===== src/rtl/bldc_pkg.sv =====
// Shared types, commutation table and Hall decode for the BLDC commutator.
package bldc_pkg;

    typedef logic [2:0] sector_t;

    localparam sector_t SECTOR_NONE = 3'd7;

    typedef enum logic [1:0] {
        PH_A = 2'd0,
        PH_B = 2'd1,
        PH_C = 2'd2
    } phase_t;

    // Forward-direction drive pair for one sector: hi is PWM'd, lo is held on.
    typedef struct packed {
        phase_t hi;
        phase_t lo;
    } comm_t;

    localparam comm_t COMM_TBL [6] = '{
        '{hi: PH_A, lo: PH_B},
        '{hi: PH_A, lo: PH_C},
        '{hi: PH_B, lo: PH_C},
        '{hi: PH_B, lo: PH_A},
        '{hi: PH_C, lo: PH_A},
        '{hi: PH_C, lo: PH_B}
    };

    // Hall code {H1,H2,H3} to sector; 000 and 111 are not legal Hall states.
    function automatic sector_t hall_decode(input logic [2:0] code);
        case (code)
            3'b100:  return 3'd0;
            3'b101:  return 3'd1;
            3'b001:  return 3'd2;
            3'b011:  return 3'd3;
            3'b010:  return 3'd4;
            3'b110:  return 3'd5;
            default: return SECTOR_NONE;
        endcase
    endfunction

endpackage


===== src/rtl/bldc_deadtime.sv =====
// One phase leg: registers the high/low gate pair and keeps them apart by
// at least DEAD_CYCLES off-cycles whenever the leg changes side.
module bldc_deadtime #(
    parameter int DEAD_CYCLES = 4
) (
    input  logic i_clk,
    input  logic i_rst_n,
    input  logic i_req_hi,
    input  logic i_req_lo,
    output logic o_gate_hi,
    output logic o_gate_lo
);

    localparam int            CW     = $clog2(DEAD_CYCLES + 1);
    localparam logic [CW-1:0] DEAD_C = CW'(DEAD_CYCLES);

    logic [CW-1:0] r_off_hi;
    logic [CW-1:0] r_off_lo;
    logic          r_gate_hi;
    logic          r_gate_lo;
    logic          w_hi_nxt;
    logic          w_lo_nxt;

    // A side may turn on only when the other side has been off long enough;
    // a simultaneous request of both sides turns neither on.
    assign w_hi_nxt = i_req_hi && !i_req_lo && (r_off_lo >= DEAD_C);
    assign w_lo_nxt = i_req_lo && !i_req_hi && (r_off_hi >= DEAD_C);

    // Gate registers plus saturating off-time counters; the counters follow the
    // next gate value so the off-cycle count includes the cycle being entered.
    always_ff @(posedge i_clk or negedge i_rst_n) begin
        if (!i_rst_n) begin
            r_gate_hi <= 1'b0;
            r_gate_lo <= 1'b0;
            r_off_hi  <= '0;
            r_off_lo  <= '0;
        end else begin
            r_gate_hi <= w_hi_nxt;
            r_gate_lo <= w_lo_nxt;
            r_off_hi  <= w_hi_nxt ? '0 : ((r_off_hi == DEAD_C) ? r_off_hi : r_off_hi + 1'b1);
            r_off_lo  <= w_lo_nxt ? '0 : ((r_off_lo == DEAD_C) ? r_off_lo : r_off_lo + 1'b1);
        end
    end

    assign o_gate_hi = r_gate_hi;
    assign o_gate_lo = r_gate_lo;

endmodule


===== src/rtl/bldc_commutator_pwm.sv =====
// Hall-commutated BLDC gate controller: Hall sync/filter, sector decode,
// PWM on the high side, per-phase dead time, enable and sticky Hall fault.
module bldc_commutator_pwm
    import bldc_pkg::*;
#(
    parameter int DUTY_W      = 8,
    parameter int DEAD_CYCLES = 4,
    parameter int HALL_FILT   = 3
) (
    input  logic              i_clk,
    input  logic              i_rst_n,
    input  logic              i_en,
    input  logic              i_dir,
    input  logic              i_h1,
    input  logic              i_h2,
    input  logic              i_h3,
    input  logic [DUTY_W-1:0] i_d,
    output logic              o_a,
    output logic              o_b,
    output logic              o_c,
    output logic              o_aa,
    output logic              o_bb,
    output logic              o_cc,
    output logic              o_fault,
    output logic [2:0]        o_sector
);

    localparam int            FW = $clog2(HALL_FILT + 1);
    localparam logic [FW-1:0] HF = FW'(HALL_FILT);

    logic [2:0]        r_sync1;
    logic [2:0]        r_sync2;
    logic [2:0]        r_cand;
    logic [FW-1:0]     r_fcnt;
    logic [FW-1:0]     w_fcnt_nxt;
    logic [2:0]        r_code;
    logic              r_code_vld;
    logic [DUTY_W-1:0] r_pcnt;
    logic [DUTY_W-1:0] r_duty;
    logic              w_pwm_on;
    sector_t           w_dec;
    logic              w_code_bad;
    logic              r_fault;
    sector_t           r_sector;
    logic              w_drive;
    phase_t            w_hi_ph;
    phase_t            w_lo_ph;
    logic [2:0]        w_req_hi;
    logic [2:0]        w_req_lo;
    logic [2:0]        w_gate_hi;
    logic [2:0]        w_gate_lo;

    // Two-flop synchroniser for the asynchronous Hall pins.
    always_ff @(posedge i_clk or negedge i_rst_n) begin
        if (!i_rst_n) begin
            r_sync1 <= '0;
            r_sync2 <= '0;
        end else begin
            r_sync1 <= {i_h1, i_h2, i_h3};
            r_sync2 <= r_sync1;
        end
    end

    // Run length of the current synchronised sample, saturating at HALL_FILT.
    always_comb begin
        w_fcnt_nxt = r_fcnt;
        if (r_sync2 != r_cand)
            w_fcnt_nxt = FW'(1);
        else if (r_fcnt < HF)
            w_fcnt_nxt = r_fcnt + 1'b1;
    end

    // Glitch filter: accept a code once it has been seen HALL_FILT times in a
    // row. r_code_vld keeps the power-up 000 from reading as a Hall fault.
    always_ff @(posedge i_clk or negedge i_rst_n) begin
        if (!i_rst_n) begin
            r_cand     <= '0;
            r_fcnt     <= '0;
            r_code     <= '0;
            r_code_vld <= 1'b0;
        end else begin
            r_cand <= r_sync2;
            r_fcnt <= w_fcnt_nxt;
            if (w_fcnt_nxt == HF) begin
                r_code     <= r_sync2;
                r_code_vld <= 1'b1;
            end
        end
    end

    // PWM period counter; duty is reloaded on the last count of a period, and
    // continuously while disabled so a fresh enable starts at the commanded duty.
    always_ff @(posedge i_clk or negedge i_rst_n) begin
        if (!i_rst_n) begin
            r_pcnt <= '0;
            r_duty <= '0;
        end else begin
            r_pcnt <= i_en ? r_pcnt + 1'b1 : '0;
            if (!i_en || (r_pcnt == '1))
                r_duty <= i_d;
        end
    end

    assign w_pwm_on   = (r_pcnt < r_duty);
    assign w_dec      = r_code_vld ? hall_decode(r_code) : SECTOR_NONE;
    assign w_code_bad = r_code_vld && (w_dec == SECTOR_NONE);
    assign w_drive    = i_en && !r_fault && !w_code_bad && (w_dec != SECTOR_NONE);

    // Sticky fault and registered sector; EN low clears the fault.
    always_ff @(posedge i_clk or negedge i_rst_n) begin
        if (!i_rst_n) begin
            r_fault  <= 1'b0;
            r_sector <= SECTOR_NONE;
        end else begin
            r_fault  <= i_en && (r_fault || w_code_bad);
            r_sector <= (i_en && r_fault) ? SECTOR_NONE : w_dec;
        end
    end

    // Gate requests from the commutation table; reverse swaps the two sides.
    always_comb begin
        w_req_hi = '0;
        w_req_lo = '0;
        w_hi_ph  = PH_A;
        w_lo_ph  = PH_A;
        if (w_drive) begin
            w_hi_ph           = i_dir ? COMM_TBL[w_dec].lo : COMM_TBL[w_dec].hi;
            w_lo_ph           = i_dir ? COMM_TBL[w_dec].hi : COMM_TBL[w_dec].lo;
            w_req_hi[w_hi_ph] = w_pwm_on;
            w_req_lo[w_lo_ph] = 1'b1;
        end
    end

    for (genvar p = 0; p < 3; p++) begin : g_phase
        bldc_deadtime #(
            .DEAD_CYCLES(DEAD_CYCLES)
        ) u_dt (
            .i_clk     (i_clk),
            .i_rst_n   (i_rst_n),
            .i_req_hi  (w_req_hi[p]),
            .i_req_lo  (w_req_lo[p]),
            .o_gate_hi (w_gate_hi[p]),
            .o_gate_lo (w_gate_lo[p])
        );
    end

    assign o_a      = w_gate_hi[0];
    assign o_b      = w_gate_hi[1];
    assign o_c      = w_gate_hi[2];
    assign o_aa     = w_gate_lo[0];
    assign o_bb     = w_gate_lo[1];
    assign o_cc     = w_gate_lo[2];
    assign o_fault  = r_fault;
    assign o_sector = r_sector;

endmodule


===== config.mk =====
export PLATFORM = sky130hd
export DESIGN_NAME = bldc_commutator_pwm
export DESIGN_NICKNAME = d
export VERILOG_FILES = /design/src/rtl/bldc_pkg.sv /design/src/rtl/bldc_deadtime.sv /design/src/rtl/bldc_commutator_pwm.sv
export SDC_FILE = /design/constraint.sdc
export NUM_CORES = 1
export LEC_CHECK = 0
export BUFFER_PORTS_ARGS = -buffer_cell sky130_fd_sc_hd__buf_2
export CAP_MARGIN = 20
export CORE_UTILIZATION = 60
export CTS_CLUSTER_DIAMETER = 60
export DETAILED_ROUTE_END_ITERATION = 8
export PLACE_DENSITY = 0.8
export SLEW_MARGIN = 10
export SYNTH_ARGS = -nofsm -noshare
export SYNTH_HDL_FRONTEND = slang
export SYNTH_SLANG_ARGS = --single-unit

===== constraint.sdc =====
create_clock -name i_clk -period 6.76 [get_ports i_clk]
set_input_delay 0.338 -clock i_clk [delete_from_list [all_inputs] [get_ports i_clk]]
set_output_delay 0.338 -clock i_clk [all_outputs]
set_load 0.005 [all_outputs]

==> flow_summary.yaml <==
status:
  status: "finished clean"
placed_design:
  place_congestion: 0.812
  portBuffers: 24
  dp_hpwl_um: 3690
  pre_cts_ws_ps: 4240
power_and_ir_drop:
  power_density_mw_per_mm2: 394
  p_leak_nw: 1.63
  peakVddDrop_mv: 0.220
critical_path:
  cp-start-kind: "flop"
  crit_path_max_fanout: 11
  regToRegStartpoint: "r_code[2]"
  cp.arrival_ps: 2710
  cp-startpoint: "r_code[2]"
  criticalPathCategory: "reg -> reg"
  end_kind: "flop"
  slowest_stage: "dfrtp_1"
  required_ps: 6960
  crit_chain: "xor2_1 -> o211ai_1 -> inv_1 -> ha_1 -> nor2b_1 -> nor2_1 -> mux2_2 -> a2111oi_4 -> nor3_1"
  slowest_delay_ps: 480
clocking:
  postCtsSetupRepairBufs: 0
  cts_tree: "yes"
  clk_pin_slew_ps: 60
  cts_inserted_buffers: 9
  hold_buffers: 0
  h-tree-depth: 3
  cts-root-buf: "clkbuf_8"
  clock_path_buffers: 2
  clock_latency_ps: 340
  ctsResizeCount: 0
  cts.sinks: 59
floorplanning:
  die_area_mm2: 0.00526
  start_util: 0.628
  die_w_um: 72.6
  die_h_um: 72.6
  boundaryPins: 25
  design.core.area_mm2: 0.00475
  rows: 25
hold_path:
  hp-start: "i_h1"
  hp-class: "in -> reg"
detailed_routing:
  drc: 0
  vias_per_cell: 5.30
  drt-total-wl_um: 5090
  via_count: 2024
  first_pass_iters: 4
  drtAntennaViolNets: 0
  initialDrtViolationCount: 155
  wl_per_cell_um: 13.3
yosys:
  synthMuxAreaShare: 0.0256
  synth.distinct_cells: 49
  ys_ff_latch: 59
  synthSimpleGateAreaFrac: 0.166
  yosys_warnings: 0
  synth_xor_area_frac: 0.0411
  syn-instance-count: 281
  avgSynthCellArea_um2: 10.6
  synth_top_family_by_area: "simple AND/OR/NAND/NOR gates"
  ys_seq_area_frac: 0.496
  synth_edf_count: 0
  yosys_most_used_dff: "dfrtp_1"
  netlist_area_mm2: 0.00299
  synth_compound_area_frac: 0.137
  syn-num-nets: 318
  synth_async_sr_flop_share: 1.00
  synth_fa_ha_area_frac: 0.0922
global_routing:
  grt_pass1_wl_um: 8790
  grt_remaining_overflow: 0
  grt.total_usage: 0.230
  antenna_found_initial: 0
  grt_pass1_vias: 1941
  grt_max_degree: 60
layout:
  layout-drive-gt1-share: 0.181
  final_cell_mix: "56 x dfrtp_1, 35 x nand2_1, 26 x inv_1"
  areaGrowthSynthToFinish_pct: 12.1
  nets: 348
  fin_util: 0.704
  antenna_cells: 0
  n_fill_cell: 365
  layout_commonest_cell: "dfrtp_1"
sta:
  timing.setup.tns_ps: 0
  slew_viol_final: 0
  hold_violations: 0
  relSlewSlack: 0.420
  fmax_ghz: 0.398
  setup_violations: 0
  min_period_ps: 2520
  finClkSkew_ps: 7.41
  worst_pin_slew_ps: 864
  fin_ws_ps: 4240
  finalCritPeriodShare: 0.372
  rsz0062_at_grt: "false"
run:
  drv_cap: 0
critical path: cells and delay by family, from the launching register on:
family | cells | cell delay (ps)
adder cells (fa/ha/maj) | 1 | 290
AND/OR/NAND/NOR | 3 | 360
AO/OA/AOI/OAI | 2 | 670
XOR/XNOR | 1 | 180
buffers and inverters | 1 | 90
flip-flops | 1 | 480
multiplexers | 1 | 300
final timing paths:
check / depth (start not counted) / slack, ps / endpoint
setup / recovery: 9 / 4240 / g_phase[0].u_dt.r_off_hi[2]
hold / removal: 1 / 110 / r_sync1[2]
setup reg to reg: 9 / 4240 / g_phase[0].u_dt.r_off_hi[2]
hold reg to reg: 0 / 350 / r_sync2[0]
max in group asynchronous: 2 / 6160 / g_phase[0].u_dt.r_off_hi[0]
min in group asynchronous: 2 / 150 / r_fcnt[0]
routing by layer:
metal,global-route usage,part of all wire,vias up
li1,-,-,1017
met1,0.293,0.47,950
met2,0.345,0.46,44
met3,0.0833,0.042,13
met4,0.120,0.026,0
met5,0,0,-
cells by family after synthesis:
group	count (synthesis)
AOI/OAI and AO/OA	48
xor gates and xnor gates	14
adders and majority gates	22
buffers and inverters	32
DFF	59
muxes	7
and+or+nand+nor	99
flip-flops by register name, indices dropped and copies added (netlist names):
| register | count |
|---|---|
| g_phase.u_dt.r_off_hi | 9 |
| g_phase.u_dt.r_off_lo | 9 |
| r_duty | 8 |
| r_pcnt | 8 |
| g_phase.u_dt.o_gate_hi | 3 |
| g_phase.u_dt.o_gate_lo | 3 |
| o_sector | 3 |
| r_cand | 3 |
| r_code | 3 |
| r_sync1 | 3 |
| r_sync2 | 3 |
| r_fcnt | 2 |
| o_fault | 1 |
| r_code_vld | 1 |
area by class of cell:
cell class | count | area, µm² | area share
Inverter | 26 | 97.6 | 0.0291
Clock inverter | 2 | 10.0 | 0.00299
Tap cell | 67 | 83.8 | 0.0250
Multi-Input combinational cell | 190 | 1380 | 0.412
Sequential cell | 59 | 1480 | 0.442
Clock buffer | 13 | 169 | 0.0504
Timing Repair Buffer | 25 | 128 | 0.0381
through the flow:
step	area [µm²]	hold slack, ps	instances	power (mW)
6_report	3350	107	382	1.32
5_1_grt	3350	88.0	382	1.42
4_1_cts	3350	93.3	382	1.33
3_5_place_dp	3170	336	367	1.04
3_3_place_gp	3170	333	367	0.999
2_1_floorplan	2990	42.4	281	0.911
synth_stat cells, types with 4 or more instances:
master | number | share of area
and2_1 | 7 | 0.015
o21ai_0 | 12 | 0.020
xor2_1 | 5 | 0.015
nor2b_1 | 5 | 0.010
buf_2 | 4 | 0.0067
nand2_1 | 35 | 0.044
nor2_1 | 18 | 0.023
ha_1 | 22 | 0.092
dfrtp_1 | 56 | 0.47
nand3_1 | 9 | 0.015
xnor2_1 | 9 | 0.026
nand2b_1 | 6 | 0.013
mux2_2 | 5 | 0.019
nor3_1 | 7 | 0.012
a21oi_1 | 5 | 0.0084
inv_1 | 26 | 0.033
where the power goes:
part / leakage, nW / internal (mW) / switching (mW)
Clock: 0.0953 / 0.160 / 0.129
Combinational: 0.818 / 0.224 / 0.266
Sequential: 0.719 / 0.452 / 0.0872
(Power assumes the default switching activity.)
